<file path="config.mk">
export PLATFORM = sky130hd
export DESIGN_NAME = pe_group_feeder
export DESIGN_NICKNAME = d
export VERILOG_FILES = /design/src/rtl/pe_group_pkg.sv /design/src/rtl/pe_group_feeder_feed_channel.sv /design/src/rtl/pe_group_feeder.sv
export SDC_FILE = /design/constraint.sdc
export NUM_CORES = 1
export LEC_CHECK = 0
export CAP_MARGIN = 20
export CORE_MARGIN = 8
export CORE_UTILIZATION = 40
export DETAILED_ROUTE_END_ITERATION = 8
export GPL_TIMING_DRIVEN = 0
export SLEW_MARGIN = 20
export SYNTH_ARGS = -nofsm -noshare
export SYNTH_HDL_FRONTEND = slang
export SYNTH_SLANG_ARGS = --single-unit
</file>
<file path="constraint.sdc">
create_clock -name clk -period 6.05 [get_ports clk]
set_input_delay 1.5125 -clock clk [delete_from_list [all_inputs] [get_ports clk]]
set_output_delay 1.5125 -clock clk [all_outputs]
set_load 0.1 [all_outputs]
</file>
<file path="src/rtl/pe_group_pkg.sv">
// Shared definitions for the PE group feeder: stream word counts, write-select codes
// and the feeder state encoding.
package pe_group_pkg;

  typedef enum logic [1:0] {
    ST_IDLE  = 2'd0,
    ST_SEND  = 2'd1,
    ST_DRAIN = 2'd2,
    ST_DONE  = 2'd3
  } feeder_state_e;

  localparam logic [1:0] WR_SEL_W    = 2'd0;
  localparam logic [1:0] WR_SEL_I    = 2'd1;
  localparam logic [1:0] WR_SEL_O    = 2'd2;
  localparam logic [1:0] WR_SEL_NOP  = 2'd3;

  // Weight words per tile: every block carries one weight per PE in a row.
  function automatic int w_words(input int block_count, input int w_group);
    return block_count * w_group;
  endfunction

  // Input words per tile: the first block fills the whole input edge, later
  // blocks only shift in one row's worth of new inputs.
  function automatic int i_words(input int i_group, input int block_count, input int w_group);
    return i_group + (block_count - 1) * w_group;
  endfunction

  // Initial partial sums: only block 0 needs them, later blocks start from zero
  // inside the group.
  function automatic int o_words(input int o_group);
    return o_group;
  endfunction

  // One result word per output row.
  function automatic int r_words(input int o_group);
    return o_group;
  endfunction

endpackage

</file>
<file path="src/rtl/pe_group_feeder_feed_channel.sv">
// One valid/ready transmit channel: walks a word buffer from index 0 to N-1,
// one word per handshake, and flags completion after the last word.
module feed_channel
  import pe_group_pkg::*;
#(
  parameter int DataWidth = 32,
  parameter int N         = 16
) (
  input  logic                 clk,
  input  logic                 aclr,
  input  logic                 launch_i,
  input  logic [DataWidth-1:0] words_i [N],
  input  logic                 rdy_i,
  output logic                 valid_o,
  output logic [DataWidth-1:0] data_o,
  output logic                 fin_o
);

  localparam int PtrW = (N > 1) ? $clog2(N) : 1;
  localparam logic [PtrW-1:0] LAST = PtrW'(N - 1);

  logic [PtrW-1:0] ptr_q, ptr_d;
  logic            valid_q, valid_d;
  logic            fin_q, fin_d;

  // Next-state: launch restarts at word 0, a handshake advances or finishes.
  always_comb begin
    ptr_d   = ptr_q;
    valid_d = valid_q;
    fin_d   = fin_q;
    if (launch_i) begin
      ptr_d   = '0;
      valid_d = 1'b1;
      fin_d   = 1'b0;
    end else if (valid_q && rdy_i) begin
      if (ptr_q == LAST) begin
        valid_d = 1'b0;
        fin_d   = 1'b1;
      end else begin
        ptr_d = ptr_q + 1'b1;
      end
    end else begin
      ptr_d   = ptr_q;
      valid_d = valid_q;
      fin_d   = fin_q;
    end
  end

  // Channel state registers.
  always_ff @(posedge clk) begin
    if (aclr) begin
      ptr_q   <= '0;
      valid_q <= 1'b0;
      fin_q   <= 1'b0;
    end else begin
      ptr_q   <= ptr_d;
      valid_q <= valid_d;
      fin_q   <= fin_d;
    end
  end

  assign valid_o = valid_q;
  assign data_o  = words_i[ptr_q];
  assign fin_o   = fin_q;

endmodule

</file>
<file path="src/rtl/pe_group_feeder.sv">
// Transmit side of a PE group: holds one tile of W/I/O words, streams them out,
// then collects the group's result words and pulses done.
module pe_group_feeder
  import pe_group_pkg::*;
#(
  parameter int DataWidth     = 32,
  parameter int W_PEGroupSize = 4,
  parameter int O_PEGroupSize = 4,
  parameter int I_PEGroupSize = 7,
  parameter int BlockCount    = 4,
  parameter int AddrWidth     = 5
) (
  input  logic                 clk,
  input  logic                 aclr,
  input  logic                 start,
  output logic                 busy,
  output logic                 done,
  input  logic                 wr_en,
  input  logic [1:0]           wr_sel,
  input  logic [AddrWidth-1:0] wr_addr,
  input  logic [DataWidth-1:0] wr_data,
  output logic                 W_DataOutValid,
  input  logic                 W_DataOutRdy,
  output logic [DataWidth-1:0] W_DataOut,
  output logic                 I_DataOutValid,
  input  logic                 I_DataOutRdy,
  output logic [DataWidth-1:0] I_DataOut,
  output logic                 O_DataOutValid,
  input  logic                 O_DataOutRdy,
  output logic [DataWidth-1:0] O_DataOut,
  input  logic                 R_DataInValid,
  output logic                 R_DataInRdy,
  input  logic [DataWidth-1:0] R_DataIn,
  input  logic [AddrWidth-1:0] rd_addr,
  output logic [DataWidth-1:0] rd_data
);

  localparam int W_WORDS = w_words(BlockCount, W_PEGroupSize);
  localparam int I_WORDS = i_words(I_PEGroupSize, BlockCount, W_PEGroupSize);
  localparam int O_WORDS = o_words(O_PEGroupSize);
  localparam int R_WORDS = r_words(O_PEGroupSize);
  localparam int WIDX_W  = (W_WORDS > 1) ? $clog2(W_WORDS) : 1;
  localparam int IIDX_W  = (I_WORDS > 1) ? $clog2(I_WORDS) : 1;
  localparam int OIDX_W  = (O_WORDS > 1) ? $clog2(O_WORDS) : 1;
  localparam int RIDX_W  = (R_WORDS > 1) ? $clog2(R_WORDS) : 1;
  localparam int RCNT_W  = $clog2(R_WORDS + 1);

  feeder_state_e state_q, state_d;
  logic          busy_q, done_q;

  logic [DataWidth-1:0] w_buf_q      [W_WORDS];
  logic [DataWidth-1:0] i_buf_q      [I_WORDS];
  logic [DataWidth-1:0] o_buf_q      [O_WORDS];
  logic [DataWidth-1:0] result_buf_q [R_WORDS];
  logic [RCNT_W-1:0]    rcnt_q, rcnt_d;

  logic launch_s, wr_ok_s, r_hs_s, all_fin_s;
  logic w_fin_s, i_fin_s, o_fin_s;

  // Buffers are only writable while idle so a tile in flight never changes under the streams.
  assign launch_s  = start && (state_q == ST_IDLE);
  assign wr_ok_s   = wr_en && (state_q == ST_IDLE);
  assign all_fin_s = w_fin_s && i_fin_s && o_fin_s;

  // Tile buffer writes; out-of-range addresses are dropped, contents survive reset.
  always_ff @(posedge clk) begin
    if (wr_ok_s && (wr_sel == WR_SEL_W) && (wr_addr < AddrWidth'(W_WORDS))) begin
      w_buf_q[wr_addr[WIDX_W-1:0]] <= wr_data;
    end
    if (wr_ok_s && (wr_sel == WR_SEL_I) && (wr_addr < AddrWidth'(I_WORDS))) begin
      i_buf_q[wr_addr[IIDX_W-1:0]] <= wr_data;
    end
    if (wr_ok_s && (wr_sel == WR_SEL_O) && (wr_addr < AddrWidth'(O_WORDS))) begin
      o_buf_q[wr_addr[OIDX_W-1:0]] <= wr_data;
    end
  end

  feed_channel #(.DataWidth(DataWidth), .N(W_WORDS)) u_w_chan (
    .clk(clk), .aclr(aclr), .launch_i(launch_s), .words_i(w_buf_q), .rdy_i(W_DataOutRdy),
    .valid_o(W_DataOutValid), .data_o(W_DataOut), .fin_o(w_fin_s)
  );

  feed_channel #(.DataWidth(DataWidth), .N(I_WORDS)) u_i_chan (
    .clk(clk), .aclr(aclr), .launch_i(launch_s), .words_i(i_buf_q), .rdy_i(I_DataOutRdy),
    .valid_o(I_DataOutValid), .data_o(I_DataOut), .fin_o(i_fin_s)
  );

  feed_channel #(.DataWidth(DataWidth), .N(O_WORDS)) u_o_chan (
    .clk(clk), .aclr(aclr), .launch_i(launch_s), .words_i(o_buf_q), .rdy_i(O_DataOutRdy),
    .valid_o(O_DataOutValid), .data_o(O_DataOut), .fin_o(o_fin_s)
  );

  // Results are accepted during SEND too, since the group may finish early rows quickly.
  assign R_DataInRdy = ((state_q == ST_SEND) || (state_q == ST_DRAIN)) &&
                       (rcnt_q < RCNT_W'(R_WORDS));
  assign r_hs_s      = R_DataInValid && R_DataInRdy;

  // Result counter next value: cleared on launch, bumped on each accepted word.
  always_comb begin
    rcnt_d = rcnt_q;
    if (launch_s) begin
      rcnt_d = '0;
    end else if (r_hs_s) begin
      rcnt_d = rcnt_q + 1'b1;
    end else begin
      rcnt_d = rcnt_q;
    end
  end

  // Result capture into the readback buffer.
  always_ff @(posedge clk) begin
    if (aclr) begin
      rcnt_q <= '0;
      for (int k = 0; k < R_WORDS; k++) begin
        result_buf_q[k] <= '0;
      end
    end else begin
      rcnt_q <= rcnt_d;
      if (r_hs_s) begin
        result_buf_q[rcnt_q[RIDX_W-1:0]] <= R_DataIn;
      end
    end
  end

  // Readback mux; reads see the value before any same-cycle capture.
  always_comb begin
    rd_data = '0;
    if (rd_addr < AddrWidth'(R_WORDS)) begin
      rd_data = result_buf_q[rd_addr[RIDX_W-1:0]];
    end else begin
      rd_data = '0;
    end
  end

  // FSM next state: send all streams, wait for every result, then one done cycle.
  always_comb begin
    state_d = state_q;
    case (state_q)
      ST_IDLE: begin
        if (start) state_d = ST_SEND;
        else       state_d = ST_IDLE;
      end
      ST_SEND: begin
        if (all_fin_s) state_d = ST_DRAIN;
        else           state_d = ST_SEND;
      end
      ST_DRAIN: begin
        if (rcnt_q == RCNT_W'(R_WORDS)) state_d = ST_DONE;
        else                            state_d = ST_DRAIN;
      end
      ST_DONE: state_d = ST_IDLE;
      default: state_d = ST_IDLE;
    endcase
  end

  // FSM state and registered status outputs.
  always_ff @(posedge clk) begin
    if (aclr) begin
      state_q <= ST_IDLE;
      busy_q  <= 1'b0;
      done_q  <= 1'b0;
    end else begin
      state_q <= state_d;
      busy_q  <= (state_d == ST_SEND) || (state_d == ST_DRAIN);
      done_q  <= (state_d == ST_DONE);
    end
  end

  assign busy = busy_q;
  assign done = done_q;

endmodule

</file>
==> impl_results.md <==
- Share of layout cells above drive strength 1: 0.224
- Largest net degree at the start of global routing: 40
- Crit path capture type: output port
- Slew Limit Fails: 0
- Power Density: 312 mW/mm²
- Synthesized area: 0.0544 mm²
- Synth unique cells: 48
- Pre-antenna DRT Iters: 7
- Fill cells: 11000
- Placed Cells: 4720
- Setup CP Type: in2out
- Final Non-Filler Cells: 4994
- Dominant cell type by area after synthesis: edfxtp_1
- Clock transition at the registers of the reported paths: 60 ps
- Die area: 0.148 mm²
- FF-to-FF path depth: 7
- R2r startpoint: state_q[0]
- Leak pwr: 20.6 nW
- Tot Pwr: 20.3 mW
- I/O pins: 218
- Post-Place Cell Area: 0.0605 mm²
- Syn nets: 2744
- CTS tree: built
- Vias in the first global route: 28100
- Rows: 135
- CTS Buf Count: 147
- Outcome: finished, final reports clean
- Final Critical Period: 5990 ps
- Clock buffer depth: 3
- Yosys reg bits: 1400
- CP Launch Type: input port
- YS warnings: 0
- Tcrit/Tclk final: 0.989
- GRT Residual Overflow: 0
- P&R area growth vs syn: 19.8%
- R2r setup slk: 2860 ps
- Initial Util: 0.402
- Worst Tran Pin Value: 1180 ps
- Met1 WL: 56700 µm
- Highest routed layer: met5
- Final wirelength: 134000 µm
- Syn_area_per_cell: 20.5 µm²
- Fin nets: 3183
- First-pass GRT wire length: 193000 µm
- HP Class: reg2reg
- Post-Layout Inst Area: 0.0652 mm²
- Max Clock Skew: 16.5 ps
- Max-cap viol count: 0
- Die Y: 385 µm
- Setup violators final: 0
- Worst vdd ir: 289 µV
- Via count: 27300
- CTS Sinks: 1400
- Routed length on met2: 61800 µm
- RSZ-0062 raised after global routing: false
- Synth Instances: 2649
- Hold endpoint: u_i_chan.fin_o
- Most common cell after layout, fill and taps aside: edfxtp_1
- Final hold violations: 0
- Core Util, Final: 0.482
- CP required: 4540 ps
- Critical path fanouts, max: 10
- Synth top area share: 0.760
- Worst EP arrival: 4470 ps
- H-tree lvl count: 4
- Root buf cell: clkbuf_16
- Fmax: 0.167 GHz
- HP Start: u_i_chan.fin_o
- Post-CTS Hold Buffers: 0
- Global Route Usage Sum: 0.178
- Final HPWL DP: 92000 µm
- Via density per instance: 5.46
- Max-slew headroom: 0.213
- DR WL/cell: 26.8 µm
- Worst hold path depth: 2
- Core Area: 0.135 mm²
- Dominant cells by area after synthesis: edfxtp_1 (76%), mux4_2 (11%), mux2i_1 (3.6%), and2_1 (1.5%), dfxtp_1 (0.88%)
- GP Congestion: 0.876
- Initial antenna violation count: 15
- Post-synthesis sequential area ratio: 0.768
- Chip width: 385 µm
- Clock latency on the worst-skew pair: 760 ps
- Drt drc: 0
- Buffers on Ports: 216
- Length of routed met3 wiring: 11400 µm
- Initial DRC count: 2660
- FF-to-FF End: o_buf_q[79]
- Antenna-violating nets left: 0
- Commonest non-fill, non-tap cells in the layout: edfxtp_1 (1376), mux4_2 (256), mux2i_1 (195)
[cell usage after synthesis (all sizes together)]
cell type	n
a211oi	33
buf	68
nand2b	4
and2	128
o21bai	1
o22ai	1
mux2i	195
and3	1
xnor2	4
or2	8
a31oi	3
nor3	4
clkbuf	78
nor2b	74
or3	2
a21oi	71
nor4	1
inv	7
nand3	8
o2111ai	32
dfxtp	24
nor2	92
edfxtp	1376
a22oi	32
nand3b	3
or4b	1
mux4	256
xor2	3
mux2	33
nand4b	1
nor3b	5
ha	11
a41o	1
nand4	1
a32o	1
o21ai	2
o221ai	32
nand2	52
[metrics by stage]
stage	hold slack, ps	TNS [ps]	setup WS (ps)
6_report	452	0	64.4
5_1_grt	478	0	5.36
4_1_cts	450	0	3.60
3_5_place_dp	441	-196	-196
3_3_place_gp	454	-89080	-1560
2_1_floorplan	426	0	746
[flip-flops by register name, summed over array words and instances, names as in the netlist]
register and cells:
result_buf_q 128, i_buf_q 608, state_q 2, u_i_chan.valid_o 1, u_i_chan.fin_o 1, u_o_chan.ptr_q 2, u_w_chan.fin_o 1, o_buf_q 128
done 1, busy 1, u_i_chan.ptr_q 5, u_o_chan.fin_o 1, u_o_chan.valid_o 1, w_buf_q 512, u_w_chan.valid_o 1, u_w_chan.ptr_q 4
rcnt_q 3
[critical path: stages]
cell             delay [ps]
clkdlybuf4s50_1         620
clkbuf_1                610
mux4_2                  340
nor2b_1                 200
clkdlybuf4s50_1        1180
[logic make-up after synthesis]
kind of cell,count (synthesis),synth area share
flip-flops,1400,0.768
buffers and inverters,153,0.0138
adder cells (fa/ha/maj),11,0.00253
AND/OR/NAND/NOR,385,0.0383
multiplexers,484,0.149
AO/OA/AOI/OAI,209,0.0270
XOR/XNOR,7,0.00113
[worst max path at each step]
stage                            from       endpoint  depth (start not counted)
global route        u_w_chan.ptr_q[1]  W_DataOut[26]                          6
global placement           wr_addr[4]    o_buf_q[76]                          4
floorplan                  wr_addr[4]    o_buf_q[64]                          3
finish                     rd_addr[1]     rd_data[6]                          5
detailed placement         rd_addr[1]     rd_data[4]                          5
CTS                        rd_addr[1]     rd_data[5]                          5
[routing by layer]
layer  up-vias  global-route usage
met5         -                   0
met4         6              0.0538
met3       203              0.0465
met1     14300               0.250
met2      1028               0.276
li1      11700                   -
[report_power, final]
part | switching [mW] | internal [mW]
combinational | 0.686 | 0.310
clock | 3.71 | 4.91
sequential | 0.0170 | 10.7
total | 4.41 | 15.9
[layout make-up]
cell class                 instances  area (µm²)  area share
clock inverter                    68         636     0.00975
multi-input combinational       1096       12100       0.186
tap                             1781        2230      0.0342
inverter                           7        26.3    0.000403
timing repair buffer             290        3590      0.0551
buffer                           146         726      0.0111
antenna                           10        25.0    0.000384
clock buffer                     196        4000      0.0614
sequential                      1400       41800       0.641
[repair_timing]
item | in CTS | in global routing
endpoints found under the setup margin | 12 | 12
resized for setup | 12 | 12
buffers inserted | 0 | 0
Note: power is estimated with default switching activity, not from simulation.
